## src/rtl/dvp_tx.sv

```systemverilog
// DVP byte-stream transmitter: frames RGB565 pixels into vsync/href/byte timing (optional colour bars under DVP_TX_PATTERN_EN).
// Latency: every output is a register; a buffered pixel appears on o_data on the even-slot edge that pops it.
// Backpressure: one-entry pixel buffer; o_ready is high while it is empty (low for a colour-bar frame); empty at an even slot gives an underrun.
module dvp_tx #(
  parameter int H_ACTIVE = 320,
  parameter int V_ACTIVE = 240,
  parameter int H_BLANK  = 16,
  parameter int VS_LEAD  = 4,
  parameter int V_BLANK  = 32
) (
  input  logic        i_clk,
  input  logic        i_rst,
  input  logic        i_enable,
  input  logic        i_pattern,
  input  logic        i_valid,
  input  logic [15:0] i_data,
  output logic        o_ready,
  output logic        o_vsync,
  output logic        o_href,
  output logic [7:0]  o_data,
  output logic        o_frame_start,
  output logic        o_underrun,
  output logic [9:0]  o_line
);

  localparam int LINE_BYTES = 2 * H_ACTIVE;
  localparam int M1   = (LINE_BYTES > H_BLANK) ? LINE_BYTES : H_BLANK;
  localparam int M2   = (M1 > VS_LEAD) ? M1 : VS_LEAD;
  localparam int CMAX = (M2 > V_BLANK) ? M2 : V_BLANK;
  localparam int CW   = $clog2(CMAX);

  typedef enum logic [2:0] {
    S_IDLE,
    S_VLEAD,
    S_LINE,
    S_HBLANK,
    S_VBLANK
  } state_t;

  state_t          state_q, state_d;
  logic [CW-1:0]   cnt_q, cnt_d;
  logic [9:0]      line_q, line_d;
  logic            buf_vld_q, buf_vld_d;
  logic [15:0]     buf_dat_q, buf_dat_d;
  logic [7:0]      lo_q, lo_d;
  logic            vsync_q, vsync_d;
  logic            href_q, href_d;
  logic [7:0]      data_q, data_d;
  logic            fs_q, fs_d;
  logic            ur_q, ur_d;
  logic            push;

`ifdef DVP_TX_PATTERN_EN
  logic            pat_q, pat_d;
  logic [CW-1:0]   col;
  logic [2:0]      bar_sel;
  logic [15:0]     bar_pix;

  assign o_ready = ~buf_vld_q & ~pat_q;
`else
  logic            unused_pattern;

  assign unused_pattern = i_pattern;
  assign o_ready        = ~buf_vld_q;
`endif

  assign push = i_valid & o_ready;

  // Frame sequencer: cnt counts cycles spent in the current state.
  always_comb begin
    state_d = state_q;
    cnt_d   = cnt_q + 1'b1;
    line_d  = line_q;
    case (state_q)
      S_IDLE: begin
        cnt_d = '0;
        if (i_enable) state_d = S_VLEAD;
      end
      S_VLEAD: begin
        if (cnt_q == CW'(VS_LEAD - 1)) begin
          state_d = S_LINE;
          cnt_d   = '0;
        end
      end
      S_LINE: begin
        if (cnt_q == CW'(LINE_BYTES - 1)) begin
          state_d = S_HBLANK;
          cnt_d   = '0;
        end
      end
      S_HBLANK: begin
        if (cnt_q == CW'(H_BLANK - 1)) begin
          cnt_d = '0;
          if (line_q == 10'(V_ACTIVE - 1)) begin
            state_d = S_VBLANK;
          end else begin
            state_d = S_LINE;
            line_d  = line_q + 10'd1;
          end
        end
      end
      S_VBLANK: begin
        if (cnt_q == CW'(V_BLANK - 1)) begin
          cnt_d   = '0;
          state_d = i_enable ? S_VLEAD : S_IDLE;
        end
      end
      default: begin
        state_d = S_IDLE;
        cnt_d   = '0;
      end
    endcase
    if (state_d == S_VLEAD) line_d = '0;
  end

`ifdef DVP_TX_PATTERN_EN
  // Colour bar for the pixel column about to be sent.
  always_comb begin
    col     = {1'b0, cnt_d[CW-1:1]};
    bar_sel = 3'(col / CW'(H_ACTIVE / 8));
    case (bar_sel)
      3'd0:    bar_pix = 16'hFFFF;
      3'd1:    bar_pix = 16'hFFE0;
      3'd2:    bar_pix = 16'h07FF;
      3'd3:    bar_pix = 16'h07E0;
      3'd4:    bar_pix = 16'hF81F;
      3'd5:    bar_pix = 16'hF800;
      3'd6:    bar_pix = 16'h001F;
      default: bar_pix = 16'h0000;
    endcase
  end
`endif

  // Output bytes and pixel buffer, derived from the state being entered.
  always_comb begin
    buf_vld_d = buf_vld_q;
    buf_dat_d = buf_dat_q;
    lo_d      = lo_q;
    data_d    = 8'h00;
    ur_d      = 1'b0;
    vsync_d   = (state_d == S_VLEAD) || (state_d == S_LINE) || (state_d == S_HBLANK);
    href_d    = (state_d == S_LINE);
    fs_d      = (state_d == S_VLEAD) && (state_q != S_VLEAD);
`ifdef DVP_TX_PATTERN_EN
    pat_d     = pat_q;
    if (fs_d) pat_d = i_pattern;
    else if (state_d == S_IDLE) pat_d = 1'b0;
`endif
    if (state_d == S_LINE) begin
      if (!cnt_d[0]) begin
`ifdef DVP_TX_PATTERN_EN
        if (pat_q) begin
          data_d = bar_pix[15:8];
          lo_d   = bar_pix[7:0];
        end else
`endif
        if (buf_vld_q) begin
          data_d    = buf_dat_q[15:8];
          lo_d      = buf_dat_q[7:0];
          buf_vld_d = 1'b0;
        end else begin
          data_d = 8'h00;
          lo_d   = 8'h00;
          ur_d   = 1'b1;
        end
      end else begin
        data_d = lo_q;
      end
    end
    // A push only happens into an empty buffer, so it never collides with a pop.
    if (push) begin
      buf_vld_d = 1'b1;
      buf_dat_d = i_data;
    end
  end

  // State and output registers with synchronous reset.
  always_ff @(posedge i_clk) begin
    if (i_rst) begin
      state_q   <= S_IDLE;
      cnt_q     <= '0;
      line_q    <= '0;
      buf_vld_q <= 1'b0;
      buf_dat_q <= '0;
      lo_q      <= '0;
      vsync_q   <= 1'b0;
      href_q    <= 1'b0;
      data_q    <= '0;
      fs_q      <= 1'b0;
      ur_q      <= 1'b0;
`ifdef DVP_TX_PATTERN_EN
      pat_q     <= 1'b0;
`endif
    end else begin
      state_q   <= state_d;
      cnt_q     <= cnt_d;
      line_q    <= line_d;
      buf_vld_q <= buf_vld_d;
      buf_dat_q <= buf_dat_d;
      lo_q      <= lo_d;
      vsync_q   <= vsync_d;
      href_q    <= href_d;
      data_q    <= data_d;
      fs_q      <= fs_d;
      ur_q      <= ur_d;
`ifdef DVP_TX_PATTERN_EN
      pat_q     <= pat_d;
`endif
    end
  end

  assign o_vsync       = vsync_q;
  assign o_href        = href_q;
  assign o_data        = data_q;
  assign o_frame_start = fs_q;
  assign o_underrun    = ur_q;
  assign o_line        = line_q;

endmodule
```

## config.mk

```make
export PLATFORM = sky130hd
export DESIGN_NAME = dvp_tx
export DESIGN_NICKNAME = d
export VERILOG_FILES = /design/src/rtl/dvp_tx.sv
export SDC_FILE = /design/constraint.sdc
export NUM_CORES = 1
export LEC_CHECK = 0
export BUFFER_PORTS_ARGS = -buffer_cell sky130_fd_sc_hd__buf_2
export CAP_MARGIN = 25
export CORE_MARGIN = 4
export CORE_UTILIZATION = 40
export CTS_BUF_LIST = sky130_fd_sc_hd__clkbuf_2 sky130_fd_sc_hd__clkbuf_4 sky130_fd_sc_hd__clkbuf_8
export CTS_CLUSTER_SIZE = 8
export DETAILED_ROUTE_END_ITERATION = 8
export SLEW_MARGIN = 30
export SYNTH_ARGS = -nofsm -noshare
export SYNTH_HDL_FRONTEND = slang
export SYNTH_SLANG_ARGS = --single-unit
```

## constraint.sdc

```tcl
create_clock -name i_clk -period 5.8 [get_ports i_clk]
set_input_delay 0.87 -clock i_clk [delete_from_list [all_inputs] [get_ports i_clk]]
set_output_delay 0.87 -clock i_clk [all_outputs]
set_load 0.01 [all_outputs]
```

==> results by group, run 1 <==
CTS
  – H-tree Lvls: 3
  – Hold Buf Count CTS: 0
  – Root Buffer: clkbuf_8
  – # Post-CTS Setup Buffers: 0
  – Post_cts resized: 0
  – Skew-Pair Late Insertion Delay: approximately 0.34 ns
  – Clock Sinks: 60
  – Clk buf depth: 2
  – Clock transition at path regs: 0.07 ns
  – CTS Buf Count: 9
  – CTS tree: yes

Power and ir drop
  – Sw power: 0.000207 W
  – Clock power share: 0.444
  – Total Power: roughly 0.00087 W
  – Logic pwr share: 0.062
  – Sequential Power Share: 0.494
  – Worst VDD drop: 0.165 mV
  – Sw Share: 0.237
  – Pwr Density: 283 mW/mm^2
  – Internal power: about 0.00067 W
  – Leakage: 1.17 nW

Place
  – Dpl hpwl: 3800 microns
  – Routability congestion estimate: 0.813
  – PortBufs: 42
  – Placed cells: 400
  – Dpl cell area: 0.00288 sq mm

Cells and area
  – Post-layout util: 0.483
  – Area growth from synthesis to layout: 16.5%
  – Finished Cell Area: approximately 0.003 sq mm
  – # fillers: 647
  – Layout cells sized above 1: 0.224
  – # diodes: 0
  – Nets: 357
  – Fin cells: 416

Drt
  – First-pass DRT Iterations: 4
  – Vias per cell: 5.16
  – DRC viols: 0
  – 1st-iter DRT viols: 73
  – WL per Instance: ~13 microns
  – Final ANT Viol Nets: 0
  – Vias post-DR: 2145
  – Final WL: 5600 microns

Timing
  – Final Skew: 0.00684 ns
  – Achievable clock frequency: 387 MHz
  – Worst-margin pin slew: 0.743 ns
  – Post-route minimum period: 2.59 ns
  – Final hold violations: 0
  – Final Cycle Share: 0.446
  – # setup viols final: 0
  – RSZ-0062 raised after global routing: no
  – Final setup TNS: 0 ns
  – Rel. slew slack: 0.504
  – Final slew viol count: 0

Critical path
  – CP Cell Sequence: ha_1, or3b_4, o31ai_1, nand3_1, o211a_1, o31ai_4, nor2_1
  – Required time worst endpoint: between 6 and 7 ns
  – Worst Path Max Fanout: 10
  – Kind of critical path: flop to flop
  – Worst Setup End Kind: flop
  – Crit path largest cell delay: 0.45 ns
  – Critical Path AT: approximately 2.8 ns
  – Crit-path slowest cell: dfxtp_1
  – Critical path's top delay family: compound AO/OA/AOI/OAI gates
  – CP Launch Type: flop
  – CP bufs+invs: 0

Global route
  – First-pass GRT wire length: 9090 microns
  – Initial antenna violation count: 0
  – Vias in the first global route: roughly 1900
  – Largest net degree at the start of global routing: 32
  – Gr usage total: 0.149
  – GRT overflow: 0

Logic synthesis
  – Sequential element share of the synthesized area: 0.453
  – Synthesized flop and latch total: 60
  – Syn_area_per_cell: 8.92 sq um
  – Yosys cell types: between 40 and 50
  – Largest family of logic cells by synthesized area: simple AND/OR/NAND/NOR gates
  – Mapped Area: approximately 0.0026 sq mm
  – Post-synthesis mux area share: 0.00378
  – EDFF count, synth: 0
  – Mapped Nets: 320
  – Yosys top cell by area: dfxtp_1
  – Top FF cell, synth: dfxtp_1
  – Compound-Gate Fraction of Synth Area: 0.179
  – Cells after synthesis: 297
  – Synth Area in XOR/XNOR: 0.0595
  – Share of the synthesized area in the top cell type: 0.453
  – Simple-gate portion of the synthesized area: 0.257
  – Synth top area cells: dfxtp_1, nand2_1, a21oi_1
  – Ys async rst share: 0
  – Adder-Cell Fraction of Synth Area: 0.00945
  – Synth Warn #: 0

Floorplanning
  – Die Span X: 89.4 microns
  – Die Area: 0.00799 sq mm
  – Starting density of the core: 0.415
  – Num ports: between 40 and 50
  – Placement row count: 29
  – Core Region: 0.00639 sq mm
  – Die height: 89.4 microns

Outcome
  – Status: finished clean

Run
  – # Max-Cap Violations: 0

Min path
  – Hold crit path type: flop to flop
## logic make-up (layout without fill, tap and decap cells)
family	count (synthesis)	in the layout
mux	1	1
flops	60	60
xor+xnor	18	18
compound gates	60	60
simple gates	136	136
fa+ha+maj	2	2
buf+inv	20	62
## stage by stage
step	setup slack [ns]	hold WS [ns]
after floorplan	3.56	0.432
after global placement	3.27	0.444
after detailed placement	3.21	0.447
after CTS	3.21	0.457
after global routing	3.05	0.478
final	3.21	0.451
## per-layer routing
| metal | vias to the layer above | part of all wire | GRT usage | wire, microns |
|---|---|---|---|---|
| met3 | 11 | 0.050 | 0.0498 | 280 |
| met5 | - | 0 | 0 | 0 |
| met2 | 42 | 0.41 | 0.207 | 2320 |
| met4 | 0 | 0.022 | 0.0704 | 124 |
| li1 | 1120 | - | - | - |
| met1 | 972 | 0.51 | 0.206 | 2870 |
## power by group through the flow
stage               combinational [W]  sequential (W)  clock [W]
finish                      0.0000544        0.000431   0.000387
global route                0.0000612        0.000432   0.000415
CTS                         0.0000549        0.000431   0.000394
detailed placement          0.0000547        0.000440          0
global placement            0.0000536        0.000440          0
floorplan                   0.0000439        0.000435          0
## layout make-up
type	instances	area (sq um)	share of cell area
repair buffers	43	218	0.0705
clock inverters	4	47.5	0.0154
well taps	77	96.3	0.0312
multi-input cells	217	1350	0.439
clock buffers	12	159	0.0515
inverters	3	11.3	0.00365
flip-flops and latches	60	1200	0.389
## synthesized netlist by cell type, types with 3 or more instances
| master | number |
|---|---|
| nor3_1 | 6 |
| nand3b_1 | 8 |
| o211ai_1 | 8 |
| nand3_1 | 11 |
| inv_1 | 3 |
| dfxtp_1 | 60 |
| nor2_1 | 28 |
| a21oi_1 | 29 |
| and3_1 | 3 |
| nand2_1 | 56 |
| xor2_1 | 13 |
| nor2b_1 | 3 |
| xnor2_1 | 5 |
| clkbuf_1 | 10 |
| nand4_1 | 7 |
| o41ai_1 | 7 |
## placed cells by master (no fill, tap or decap), drive strengths merged, types with 3 or more instances in the layout
master	netlist	layout
nand3b	9	9
nand4	7	7
clkbuf	10	12
o41ai	8	8
nor2	28	28
dfxtp	60	60
nand2	56	56
nor3	6	6
xnor2	5	5
xor2	13	13
and3	3	3
inv	3	3
o211ai	9	9
buf	7	43
nand3	11	11
a21oi	29	29
o31ai	3	3
nor2b	3	3
## flip-flops by register name (all words and copies together), names as in the netlist, 3 cells and up
name,flops
state_q,3
cnt_q,10
o_data,8
lo_q,8
o_line,10
buf_dat_q,16
## final timing paths
path,startpoint,depth (start not counted),slack [ns],to
hold reg to reg,buf_dat_q[6],2,0.45,lo_q[6]
setup reg to reg,cnt_q[0],7,3.21,o_line[6]
hold / removal,buf_dat_q[6],2,0.45,lo_q[6]
setup / recovery,cnt_q[0],7,3.21,o_line[6]
## worst reg2reg max path, delay by kind of cell (launching register included)
kind                       cells  cell delay [ns]
AOI/OAI and AO/OA              3             0.96
adders and majority gates      1             0.28
DFF                            1             0.45
and+or+nand+nor                3             0.78
Power figures use the tool's default switching activity.
==> run 2: changes to the inputs <==
--- a/config.mk
+++ b/config.mk
@@ -5,6 +5,7 @@
 export SDC_FILE = /design/constraint.sdc
 export NUM_CORES = 1
 export LEC_CHECK = 0
+export ABC_AREA = 1
 export BUFFER_PORTS_ARGS = -buffer_cell sky130_fd_sc_hd__buf_2
 export CAP_MARGIN = 25
 export CORE_MARGIN = 4
==> constraint.sdc (replaced) <==
create_clock -name i_clk -period 2.3 [get_ports i_clk]
set_input_delay 0.345 -clock i_clk [delete_from_list [all_inputs] [get_ports i_clk]]
set_output_delay 0.345 -clock i_clk [all_outputs]
set_load 0.01 [all_outputs]
==> results by group, run 2 <==
Outcome
  – Status: finished clean

Power and ir drop
  – Pwr Density: 686 mW/mm^2 (+140%)
  – Logic pwr share: 0.075 (+0.013)
  – Clock power share: 0.451 (+0.007)
  – Sequential Power Share: 0.473 (-0.021)
  – Sw Share: 0.244 (+0.00714)
  – Sw power: 0.000559 W (+170%)
  – Leakage: 1.39 nW (+19%)
  – Internal power: 0.00173 W (+160%)
  – Worst VDD drop: 0.301 mV (+82%)

Cells and area
  – # diodes: 0 (unchanged)
  – Max reg flops: 16 (unchanged)
  – Register name with the most flops: buf_dat_q
  – Fin cells: 515 (+24%)
  – Area growth from synthesis to layout: 18.2%
  – Layout cells sized above 1: 0.255 (+0.0312)
  – Commonest non-fill, non-tap cell in the layout: nor2_1
  – Nets: 437 (+22%)
  – # fillers: 724 (+12%)
  – Most frequent cells in the layout: nor2_1, dfxtp_1, nand2_1

Min path
  – Hold crit path type: input port to flop

Timing
  – Post-route minimum period: 1.93 ns (-0.659 ns)
  – Final setup TNS: 0 ns (unchanged)
  – Achievable clock frequency: 519 MHz (+34%)
  – Hold WS: 0.262 ns (-0.189 ns)
  – RSZ-0062 raised after global routing: no
  – Final Cycle Share: 0.838 (+0.392)
  – Worst-margin pin slew: 0.532 ns (-0.211 ns)
  – Final slew viol count: 0 (unchanged)
  – Rel. slew slack: 0.645 (+0.141)
  – Final hold violations: 0 (unchanged)
  – Final Skew: 0.00547 ns (-0.00137 ns)
  – # setup viols final: 0 (unchanged)

Floorplanning
  – Starting density of the core: 0.414 (-0.00104)
  – Core Region: 0.00683 sq mm (+7.0%)
  – Die Span X: 92.1 microns (+3.0%)
  – Die height: 92.1 microns (+3.0%)
  – Placement row count: 30 (+3.4%)
  – Num ports: 44 (unchanged)
  – Die Area: 0.00848 sq mm (+6.1%)

Critical path
  – Required time worst endpoint: 2.52 ns (-3.49 ns)
  – Critical Path AT: 2.14 ns (-0.66 ns)
  – Worst Path Max Fanout: 12 (+2)
  – Kind of critical path: flop to flop
  – CP Launch Type: flop
  – Worst Setup End Kind: flop

Global route
  – Vias in the first global route: 2338 (+21%)
  – Largest net degree at the start of global routing: 26 (-19%)
  – Initial antenna violation count: 0 (unchanged)
  – GRT overflow: 0 (unchanged)
  – Gr usage total: 0.150 (+0.00157)
  – First-pass GRT wire length: 10300 microns (+13%)

CTS
  – CTS Buf Count: 9 (unchanged)
  – Root Buffer: clkbuf_8
  – # Post-CTS Setup Buffers: 0 (unchanged)
  – Post_cts resized: 0 (unchanged)
  – H-tree Lvls: 3 (unchanged)
  – Clk buf depth: 2 (unchanged)
  – Clock transition at path regs: 0.07 ns (about the same)
  – Skew-Pair Late Insertion Delay: 0.34 ns (about the same)
  – Hold Buf Count CTS: 0 (unchanged)
  – CTS tree: yes
  – Clock Sinks: 60 (unchanged)

Drt
  – Final ANT Viol Nets: 0 (unchanged)
  – Final WL: 5860 microns (+4.6%)
  – 1st-iter DRT viols: 74 (+1.4%)
  – Vias per cell: 4.66 (-9.7%)
  – Vias post-DR: 2399 (+12%)
  – First-pass DRT Iterations: 4 (unchanged)
  – WL per Instance: 11.4 microns (-16%)
  – DRC viols: 0 (unchanged)

Logic synthesis
  – Cells after synthesis: 367 (+24%)
  – Synthesized flop and latch total: 60 (unchanged)
  – EDFF count, synth: 0 (unchanged)
  – Sequential element share of the synthesized area: 0.425 (-0.0285)
  – Ys async rst share: 0 (unchanged)
  – Most common cell in the netlist: nor2_1
  – Yosys cell types: 34 (-29%)
  – Top FF cell, synth: dfxtp_1
  – Synth top cells by count: nor2_1, dfxtp_1, nand2_1
  – Synth top area cells: dfxtp_1, nor2_1, nand2_1
  – Mapped Nets: 390 (+22%)
  – Share of the synthesized area in the top cell type: 0.425 (-0.0285)
  – Syn_area_per_cell: 7.70 sq um (-14%)
  – Mapped Area: 0.00283 sq mm (+6.7%)
  – Synth Warn #: 0 (unchanged)
  – Yosys top cell by area: dfxtp_1

Place
  – PortBufs: 42 (unchanged)
  – Dpl hpwl: 4210 microns (+11%)
  – Placed cells: 499 (+25%)
  – Routability congestion estimate: 0.765 (-5.9%)

Run
  – # Max-Cap Violations: 0 (unchanged)
==> run 2: worst max-delay path: stages, from the launching register on <==
cell	delay, ns
dfxtp_1	0.33
ha_1	0.27
nand3_4	0.13
nor2_2	0.14
nand2_2	0.09
nand2_4	0.10
nand4_4	0.26
o21ai_4	0.39
nor2_1	0.09
==> run 2: worst paths after layout <==
| kind | slack (ns) | startpoint | endpoint | depth (start not counted) |
|---|---|---|---|---|
| setup / recovery | 0.37 | cnt_q[0] | o_line[6] | 8 |
| hold / removal | 0.26 | i_data[4] | buf_dat_q[4] | 3 |
| setup reg to reg | 0.37 | cnt_q[0] | o_line[6] | 8 |
| hold reg to reg | 0.48 | lo_q[6] | o_data[6] | 2 |
==> run 2: cells by family (layout without fill, tap and decap cells) <==
| kind of cell | count (synthesis) | in the layout | share of synthesized area |
|---|---|---|---|
| and+or+nand+nor | 211 | 211 | 0.382 |
| DFF | 60 | 60 | 0.425 |
| buffers and inverters | 47 | 99 | 0.0708 |
| AOI/OAI and AO/OA | 38 | 38 | 0.0859 |
| xor gates and xnor gates | 9 | 9 | 0.0279 |
| adders and majority gates | 2 | 2 | 0.00885 |
==> run 2: power by group through the flow <==
stage / Combinational (W) / Clock, W / Sequential (W)
4_1_cts: 0.000175 / 0.00106 / 0.00109
6_report: 0.000173 / 0.00103 / 0.00109
3_3_place_gp: 0.000173 / 0 / 0.00111
3_5_place_dp: 0.000175 / 0 / 0.00111
2_1_floorplan: 0.000128 / 0 / 0.00111
5_1_grt: 0.000198 / 0.00111 / 0.00109
==> run 2: final cells by class <==
| class | instances | area [sq um] | area share |
|---|---|---|---|
| timing repair buffer | 45 | 233 | 0.0696 |
| clock inverter | 7 | 91.3 | 0.0273 |
| inverter | 38 | 148 | 0.0442 |
| tap | 96 | 120 | 0.0359 |
| clock buffer | 9 | 124 | 0.0371 |
| multi-input combinational | 260 | 1430 | 0.426 |
| sequential | 60 | 1200 | 0.359 |
==> run 2: through the flow <==
| step | setup slack [ns] | util | cell area [sq um] | total power (W) |
|---|---|---|---|---|
| finish | 0.373 | 0.489 | 3340 | 0.00229 |
| global route | 0.191 | 0.489 | 3340 | 0.00240 |
| detailed placement | 0.375 | 0.458 | 3130 | 0.00128 |
| global placement | 0.403 | 0.458 | 3130 | 0.00128 |
| floorplan | 0.630 | - | 2830 | 0.00123 |
| CTS | 0.359 | 0.489 | 3340 | 0.00232 |
==> run 2: per-layer routing <==
metal / global-route usage / vias up / share of wire
met5: 0 / - / 0
met4: 0.0767 / 0 / 0.019
met1: 0.197 / 1071 / 0.51
met3: 0.0336 / 11 / 0.040
li1: - / 1275 / -
met2: 0.231 / 42 / 0.43
